### config.mk
export PLATFORM = sky130hd
export DESIGN_NAME = mem_arbiter_flat
export DESIGN_NICKNAME = d
export VERILOG_FILES = /design/src/rtl/mem_arbiter_pkg.sv /design/src/rtl/mem_arbiter_if.sv /design/src/rtl/mem_arbiter_watchdog.sv /design/src/rtl/mem_arbiter.sv /design/src/flat_wrapper.sv
export SDC_FILE = /design/constraint.sdc
export NUM_CORES = 1
export LEC_CHECK = 0
export ABC_AREA = 0
export BUFFER_PORTS_ARGS = -buffer_cell sky130_fd_sc_hd__buf_2
export CAP_MARGIN = 10
export CELL_PAD_IN_SITES_DETAIL_PLACEMENT = 2
export CELL_PAD_IN_SITES_GLOBAL_PLACEMENT = 2
export CORE_MARGIN = 4
export CORE_UTILIZATION = 26
export DETAILED_ROUTE_END_ITERATION = 7
export PLACE_DENSITY = 0.79
export SYNTH_ARGS = -nofsm -noshare
export SYNTH_HDL_FRONTEND = slang
export SYNTH_HIERARCHICAL = 1
export SYNTH_SLANG_ARGS = --single-unit
### constraint.sdc
create_clock -name clk -period 3.7 [get_ports clk]
set_clock_uncertainty 0.2 [all_clocks]
set_input_delay 0.555 -clock clk [delete_from_list [all_inputs] [get_ports clk]]
set_output_delay 0.555 -clock clk [all_outputs]
set_load 0.02 [all_outputs]
### src/rtl/mem_arbiter_pkg.sv
// Shared types for the fetch/data memory arbiter: FSM state encoding and
// requester selection.
package mem_arbiter_pkg;

  typedef enum logic [2:0] {
    ST_IDLE    = 3'd0,
    ST_ISSUE_I = 3'd1,
    ST_ISSUE_D = 3'd2,
    ST_WAIT_I  = 3'd3,
    ST_WAIT_D  = 3'd4,
    ST_DUMP    = 3'd5,
    ST_HALTED  = 3'd6
  } state_t;

  typedef enum logic {
    SRC_I = 1'b0,
    SRC_D = 1'b1
  } src_t;

  function automatic logic is_wait(input state_t st);
    return (st == ST_WAIT_I) || (st == ST_WAIT_D);
  endfunction

endpackage

### src/rtl/mem_arbiter_if.sv
// Memory-side bus of the arbiter: access strobe/address/data out, busy/done/data back.
interface mem_arbiter_if #(
  parameter int ADDR_W = 16,
  parameter int DATA_W = 16
);
  logic              mem_en;
  logic              mem_wr;
  logic [ADDR_W-1:0] mem_addr;
  logic [DATA_W-1:0] mem_wdata;
  logic              mem_dump;
  logic              mem_busy;
  logic              mem_done;
  logic [DATA_W-1:0] mem_rdata;

  modport master (
    output mem_en, mem_wr, mem_addr, mem_wdata, mem_dump,
    input  mem_busy, mem_done, mem_rdata
  );

  modport slave (
    input  mem_en, mem_wr, mem_addr, mem_wdata, mem_dump,
    output mem_busy, mem_done, mem_rdata
  );
endinterface

### src/rtl/mem_arbiter_watchdog.sv
// Wait-state watchdog: counts enabled cycles from a clear and flags the
// cycle in which the count reaches TIMEOUT-1.
module arb_watchdog #(
  parameter int TIMEOUT = 32
) (
  input  logic clk,
  input  logic rst,
  input  logic clr,
  input  logic en,
  output logic expire
);
  localparam int CNT_W = (TIMEOUT > 1) ? $clog2(TIMEOUT) : 1;

  logic [CNT_W-1:0] cnt;

  always_ff @(posedge clk) begin
    if (!rst || clr) begin
      cnt <= '0;
    end else if (en && !expire) begin
      cnt <= cnt + CNT_W'(1);
    end
  end

  assign expire = en && (cnt == CNT_W'(TIMEOUT - 1));

endmodule

### src/rtl/mem_arbiter.sv
// Arbitrates one single-port multi-cycle memory between fetch (I) and data (D)
// requesters, sequences the halt-time dump and watches for a stuck memory.
module mem_arbiter
  import mem_arbiter_pkg::*;
#(
  parameter int ADDR_W       = 16,
  parameter int DATA_W       = 16,
  parameter int D_STREAK_MAX = 4,
  parameter int TIMEOUT      = 32
) (
  input  logic              clk,
  input  logic              rst,
  input  logic              i_req,
  input  logic [ADDR_W-1:0] i_addr,
  output logic              i_done,
  output logic [DATA_W-1:0] i_rdata,
  output logic              i_stall,
  input  logic              d_req,
  input  logic              d_wr,
  input  logic [ADDR_W-1:0] d_addr,
  input  logic [DATA_W-1:0] d_wdata,
  output logic              d_done,
  output logic [DATA_W-1:0] d_rdata,
  output logic              d_stall,
  input  logic              dump_req,
  output logic              dump_done,
  mem_arbiter_if.master     mem,
  output logic              err_timeout
);
  localparam int STREAK_W = (D_STREAK_MAX > 0) ? $clog2(D_STREAK_MAX + 1) : 1;
  localparam logic [STREAK_W-1:0] STREAK_MAX = STREAK_W'(D_STREAK_MAX);

  function automatic logic [STREAK_W-1:0] streak_next(input logic [STREAK_W-1:0] cur,
                                                      input logic i_waiting);
    if (!i_waiting) return '0;
    if (cur == STREAK_MAX) return cur;
    return cur + STREAK_W'(1);
  endfunction

  state_t              state, state_n;
  logic [STREAK_W-1:0] streak;
  logic                wr_q;
  logic                i_pend, d_pend;
  logic                grant, fin, waiting, wd_expire;
  src_t                grant_src, fin_src;

  // A requester whose done is high this cycle still shows its old req level.
  assign i_pend  = i_req & ~i_done;
  assign d_pend  = d_req & ~d_done;
  assign i_stall = i_req & ~i_done;
  assign d_stall = d_req & ~d_done;
  assign waiting = is_wait(state);

  arb_watchdog #(.TIMEOUT(TIMEOUT)) u_watchdog (
    .clk    (clk),
    .rst    (rst),
    .clr    (!waiting),
    .en     (waiting),
    .expire (wd_expire)
  );

  always_ff @(posedge clk) begin
    if (!rst) state <= ST_IDLE;
    else      state <= state_n;
  end

  always_comb begin
    state_n       = state;
    grant         = 1'b0;
    grant_src     = SRC_I;
    fin           = 1'b0;
    fin_src       = SRC_I;
    mem.mem_en    = 1'b0;
    mem.mem_wr    = 1'b0;
    mem.mem_dump  = 1'b0;
    case (state)
      ST_IDLE: begin
        if (dump_req) begin
          state_n = ST_DUMP;
        end else if (!mem.mem_busy) begin
          if (d_pend && !(i_pend && streak == STREAK_MAX)) begin
            grant     = 1'b1;
            grant_src = SRC_D;
            state_n   = ST_ISSUE_D;
          end else if (i_pend) begin
            grant     = 1'b1;
            grant_src = SRC_I;
            state_n   = ST_ISSUE_I;
          end
        end
      end
      ST_ISSUE_I: begin
        mem.mem_en = 1'b1;
        state_n    = ST_WAIT_I;
      end
      ST_ISSUE_D: begin
        mem.mem_en = 1'b1;
        mem.mem_wr = wr_q;
        state_n    = ST_WAIT_D;
      end
      ST_WAIT_I: begin
        if (mem.mem_done || wd_expire) begin
          fin     = 1'b1;
          fin_src = SRC_I;
          state_n = ST_IDLE;
        end
      end
      ST_WAIT_D: begin
        if (mem.mem_done || wd_expire) begin
          fin     = 1'b1;
          fin_src = SRC_D;
          state_n = ST_IDLE;
        end
      end
      ST_DUMP: begin
        mem.mem_dump = 1'b1;
        state_n      = ST_HALTED;
      end
      ST_HALTED: state_n = ST_HALTED;
      default:   state_n = ST_IDLE;
    endcase
  end

  always_ff @(posedge clk) begin
    if (!rst) begin
      streak        <= '0;
      wr_q          <= 1'b0;
      mem.mem_addr  <= '0;
      mem.mem_wdata <= '0;
      i_done        <= 1'b0;
      d_done        <= 1'b0;
      dump_done     <= 1'b0;
      i_rdata       <= '0;
      d_rdata       <= '0;
      err_timeout   <= 1'b0;
    end else begin
      i_done    <= fin && (fin_src == SRC_I);
      d_done    <= fin && (fin_src == SRC_D);
      dump_done <= (state == ST_DUMP);
      if (grant && grant_src == SRC_D) begin
        streak        <= streak_next(streak, i_pend);
        wr_q          <= d_wr;
        mem.mem_addr  <= d_addr;
        mem.mem_wdata <= d_wdata;
      end else if (grant) begin
        streak       <= '0;
        wr_q         <= 1'b0;
        mem.mem_addr <= i_addr;
      end
      // A watchdog completion returns zero data instead of the bus value.
      if (fin && fin_src == SRC_I) begin
        i_rdata <= mem.mem_done ? mem.mem_rdata : '0;
      end
      if (fin && fin_src == SRC_D && !wr_q) begin
        d_rdata <= mem.mem_done ? mem.mem_rdata : '0;
      end
      if (fin && !mem.mem_done) begin
        err_timeout <= 1'b1;
      end
    end
  end

endmodule

### src/flat_wrapper.sv
// flat-port wrapper written by rule: the top's interface ports become plain ports
module mem_arbiter_flat import mem_arbiter_pkg::*;
#(
  parameter int ADDR_W       = 16,
  parameter int DATA_W       = 16,
  parameter int D_STREAK_MAX = 4,
  parameter int TIMEOUT      = 32
)
  (clk, rst, i_req, i_addr, i_done, i_rdata, i_stall, d_req, d_wr, d_addr, d_wdata, d_done, d_rdata, d_stall, dump_req, dump_done, err_timeout, mem_mem_en, mem_mem_wr, mem_mem_addr, mem_mem_wdata, mem_mem_dump, mem_mem_busy, mem_mem_done, mem_mem_rdata);
  mem_arbiter_if #(.ADDR_W(ADDR_W), .DATA_W(DATA_W)) mem_i ();
  input  logic clk;
  input  logic rst;
  input  logic i_req;
  input  logic [ADDR_W-1:0] i_addr;
  output logic i_done;
  output logic [DATA_W-1:0] i_rdata;
  output logic i_stall;
  input  logic d_req;
  input  logic d_wr;
  input  logic [ADDR_W-1:0] d_addr;
  input  logic [DATA_W-1:0] d_wdata;
  output logic d_done;
  output logic [DATA_W-1:0] d_rdata;
  output logic d_stall;
  input  logic dump_req;
  output logic dump_done;
  output logic err_timeout;
  output wire logic [$bits(mem_i.mem_en)-1:0] mem_mem_en;
  output wire logic [$bits(mem_i.mem_wr)-1:0] mem_mem_wr;
  output wire logic [$bits(mem_i.mem_addr)-1:0] mem_mem_addr;
  output wire logic [$bits(mem_i.mem_wdata)-1:0] mem_mem_wdata;
  output wire logic [$bits(mem_i.mem_dump)-1:0] mem_mem_dump;
  input wire logic [$bits(mem_i.mem_busy)-1:0] mem_mem_busy;
  input wire logic [$bits(mem_i.mem_done)-1:0] mem_mem_done;
  input wire logic [$bits(mem_i.mem_rdata)-1:0] mem_mem_rdata;
  assign mem_mem_en = mem_i.mem_en;
  assign mem_mem_wr = mem_i.mem_wr;
  assign mem_mem_addr = mem_i.mem_addr;
  assign mem_mem_wdata = mem_i.mem_wdata;
  assign mem_mem_dump = mem_i.mem_dump;
  assign mem_i.mem_busy = mem_mem_busy;
  assign mem_i.mem_done = mem_mem_done;
  assign mem_i.mem_rdata = mem_mem_rdata;
  mem_arbiter #(.ADDR_W(ADDR_W), .DATA_W(DATA_W), .D_STREAK_MAX(D_STREAK_MAX), .TIMEOUT(TIMEOUT)) u_core (.clk(clk), .rst(rst), .i_req(i_req), .i_addr(i_addr), .i_done(i_done), .i_rdata(i_rdata), .i_stall(i_stall), .d_req(d_req), .d_wr(d_wr), .d_addr(d_addr), .d_wdata(d_wdata), .d_done(d_done), .d_rdata(d_rdata), .d_stall(d_stall), .dump_req(dump_req), .dump_done(dump_done), .mem(mem_i), .err_timeout(err_timeout));
endmodule
==> results.md <==
* Ys Warns at 6
* Worst rel slew slack at 34.0%
* Worst setup EP type: register
* Clk root buf: clkbuf_16
* Post-route ant nets at 0
* Residual DRC at 0
* CTS hold repair buffers at 0
* Die Width at 121 um
* GR Util All Layers at 15.9%
* Tightest Hold Check Type: in -> reg
* Worst-skew pair later-pin latency at 0.34 ns
* # IOs at 145
* Top cell type's share of synthesized area at 48.4%
* Worst path cell trace: or3b_2 -> nor2b_1 -> inv_1 -> and2_2 -> nor2_1 -> nor3_4 -> buf_4 -> mux2i_1 -> nor2_1
* Largest net degree at the start of global routing at 38
* Lkg Pwr at 2.01 nW
* Number of nets in the layout at 594
* Tcrit/Tclk final at 73.9%
* GPL Wtd Cong at 0.720
* Synth Register Bits at 80
* Cell with the most instances after synthesis: dfxtp_1
* Area grow syn2layout at 35.9%
* Mapped Area at 3310 um^2
* Clk buf depth at 2
* WS Path Type: reg -> reg
* Antenna diodes at 0
* Max-cap viol count at 0
* Core area at 12,200 um^2
* Async set or reset register ratio after synthesis at 0%
* Critical path fanouts, max at 16
* PortBufs at 144
* Status: finished clean
* EDFF count, synth at 0
* Initial antenna violation count at 0
* CTS resizes at 0
* Post-synthesis cell count at 383
* H-tree lvl count at 3
* Synth Flop Type: dfxtp_1
* Avg Synthesized Cell Area at 8.63 um^2
* Clock transition at the registers of the reported paths at 0.06 ns
* Final Max Slew Viols at 0
* CP top delay family: simple AND/OR/NAND/NOR gates
* GRT overflow at 0
* DP Wirelength at 8360 um
* Final hold violation count at 0
* Starting density of the core at 27.1%
* Final design utilization at 36.8%
* Die Ht at 121 um
* Maximum VDD drop at 0.163 mV
* Num Clock Sinks at 80
* Critical Path Max Stage Delay at 0.54 ns
* WL per Instance at 16.3 um
* DRT iter0 DRCs at 126
* Pre-Repair DR Iteration Count at 3
* Final setup fails at 0
* Via density at 4.72
* Tightest Pin Transition at 0.987 ns
* Syn nets at 459
* Fmax at 366 MHz
* Minimum clock period at 2.73 ns
* Yosys top cell by area: dfxtp_1
* Die area at 14,600 um^2
* First-pass GRT wire length at 18,500 um
* Vias in the first global route at 3,643
* Slowest-stage cell, CP: or3b_2
* RSZ-0062 raised after global routing: no
* Library cells used by synthesis at 45
* Post-Route WL at 11,300 um
* WP data arrival at 2.73 ns
* Area contributors post-synth: dfxtp_1 48%, nand2_1 6.6%, o21ai_0 5.1%, mux2i_1 4.8%, nor2_1 4.3%
* Site Rows at 40
* CTS tree: yes
* Crit path buf inv count at 2
* Share of layout cells above drive strength 1 at 33.1%
* Pwr per Cell Area at 510 nW/um^2
* Top cells by count, synth: 80 x dfxtp_1, 58 x nand2_1, 38 x nor2_1
* Hold_ws at 0.238 ns
* Total CTS buffers at 9
* Startpoint types: register
* CP required at 3.70 ns
* Vias at 3,260
* Post-CTS Setup Bufs at 0
* Setup TNS at 0 ns
* Most frequent CP cell: nor2_1
* Seq/Total Area, Yosys at 48.4%
==> worst register-to-register path, delay by kind of cell, from the launching register on <==
| family | cells | cell delay [ns] |
|---|---|---|
| buf+inv | 2 | 0.44 |
| mux | 1 | 0.27 |
| flops | 1 | 0.49 |
| simple gates | 6 | 1.19 |
==> layout by cell type, fill, tap and decap left out, types with 3 or more instances in the layout <==
master       n
buf_4        5
and2_1      18
nand2_1     58
o21ai_1      5
o21ai_0     34
a21oi_1      6
inv_1        7
ha_1         4
nor2_1      38
a31oi_1     16
o21a_1       3
mux2i_1     16
nand3_1     20
buf_2      144
dfxtp_1     80
a22oi_1     16
nand2b_1     3
bufinv_16    3
clkbuf_16    9
==> area by class of cell <==
| cell class | instances | area, um^2 |
|---|---|---|
| fillers | 1435 | 7720 |
| clock inverters | 6 | 108 |
| clock buffers | 10 | 229 |
| repair buffers | 149 | 758 |
| multi-input cells | 270 | 1560 |
| inverters | 8 | 30.0 |
| flip-flops and latches | 80 | 1600 |
| well taps | 168 | 210 |
==> sequential cells by signal (all words and copies together), names as in the netlist <==
| register | cells |
|---|---|
| u_core/i_done | 1 |
| u_core/state | 3 |
| u_core/dump_done | 1 |
| u_core/mem.mem_wdata | 16 |
| u_core/streak | 3 |
| u_core/err_timeout | 1 |
| u_core/d_done | 1 |
| u_core/wr_q | 1 |
| u_core/u_watchdog/cnt | 5 |
| u_core/mem.mem_addr | 16 |
| u_core/d_rdata | 16 |
| u_core/i_rdata | 16 |
==> power breakdown <==
part	internal (mW)	switching (mW)	total, mW	leakage, nW
Combinational	0.130	0.212	0.342	1.20
Sequential	0.903	0.0371	0.940	0.648
Clock	0.657	0.353	1.01	0.162
==> kinds of logic after synthesis <==
kind of cell    count (synthesis)  share of synthesized area [%]
mux                            16                           4.84
simple gates                  158                           23.0
buf+inv                        33                           4.69
compound gates                 89                           16.7
xor+xnor                        3                          0.795
fa+ha+maj                       4                           1.51
flops                          80                           48.4
==> metal layers <==
metal  vias up  part of all wire, %  global-route usage (%)
met5         -                    0                       0
met4         0                  1.5                    5.31
met3        13                  7.9                    5.33
met2       100                   48                    27.5
met1      1550                   42                    18.4
li1       1597                    -                       -
==> worst paths after layout <==
path / endpoint / startpoint / depth (start not counted) / slack [ns]
max reg2reg: u_core/d_rdata[12] / u_core/state[2] / 9 / 0.97
max: u_core/d_rdata[12] / u_core/state[2] / 9 / 0.97
min: u_core/mem.mem_wdata[5] / d_wdata[5] / 3 / 0.24
min reg2reg: u_core/mem.mem_wdata[12] / u_core/mem.mem_wdata[12] / 2 / 0.25
==> through the flow <==
stage | power (mW) | setup WS, ns | instances | area (um^2)
floorplan | 1.17 | 1.14 | 383 | 3310
global placement | 1.29 | 1.09 | 675 | 4160
detailed placement | 1.31 | 0.985 | 675 | 4160
CTS | 2.33 | 0.948 | 691 | 4490
global route | 2.40 | 0.766 | 691 | 4490
finish | 2.29 | 0.966 | 691 | 4490
Power figures use the tool's default switching activity.
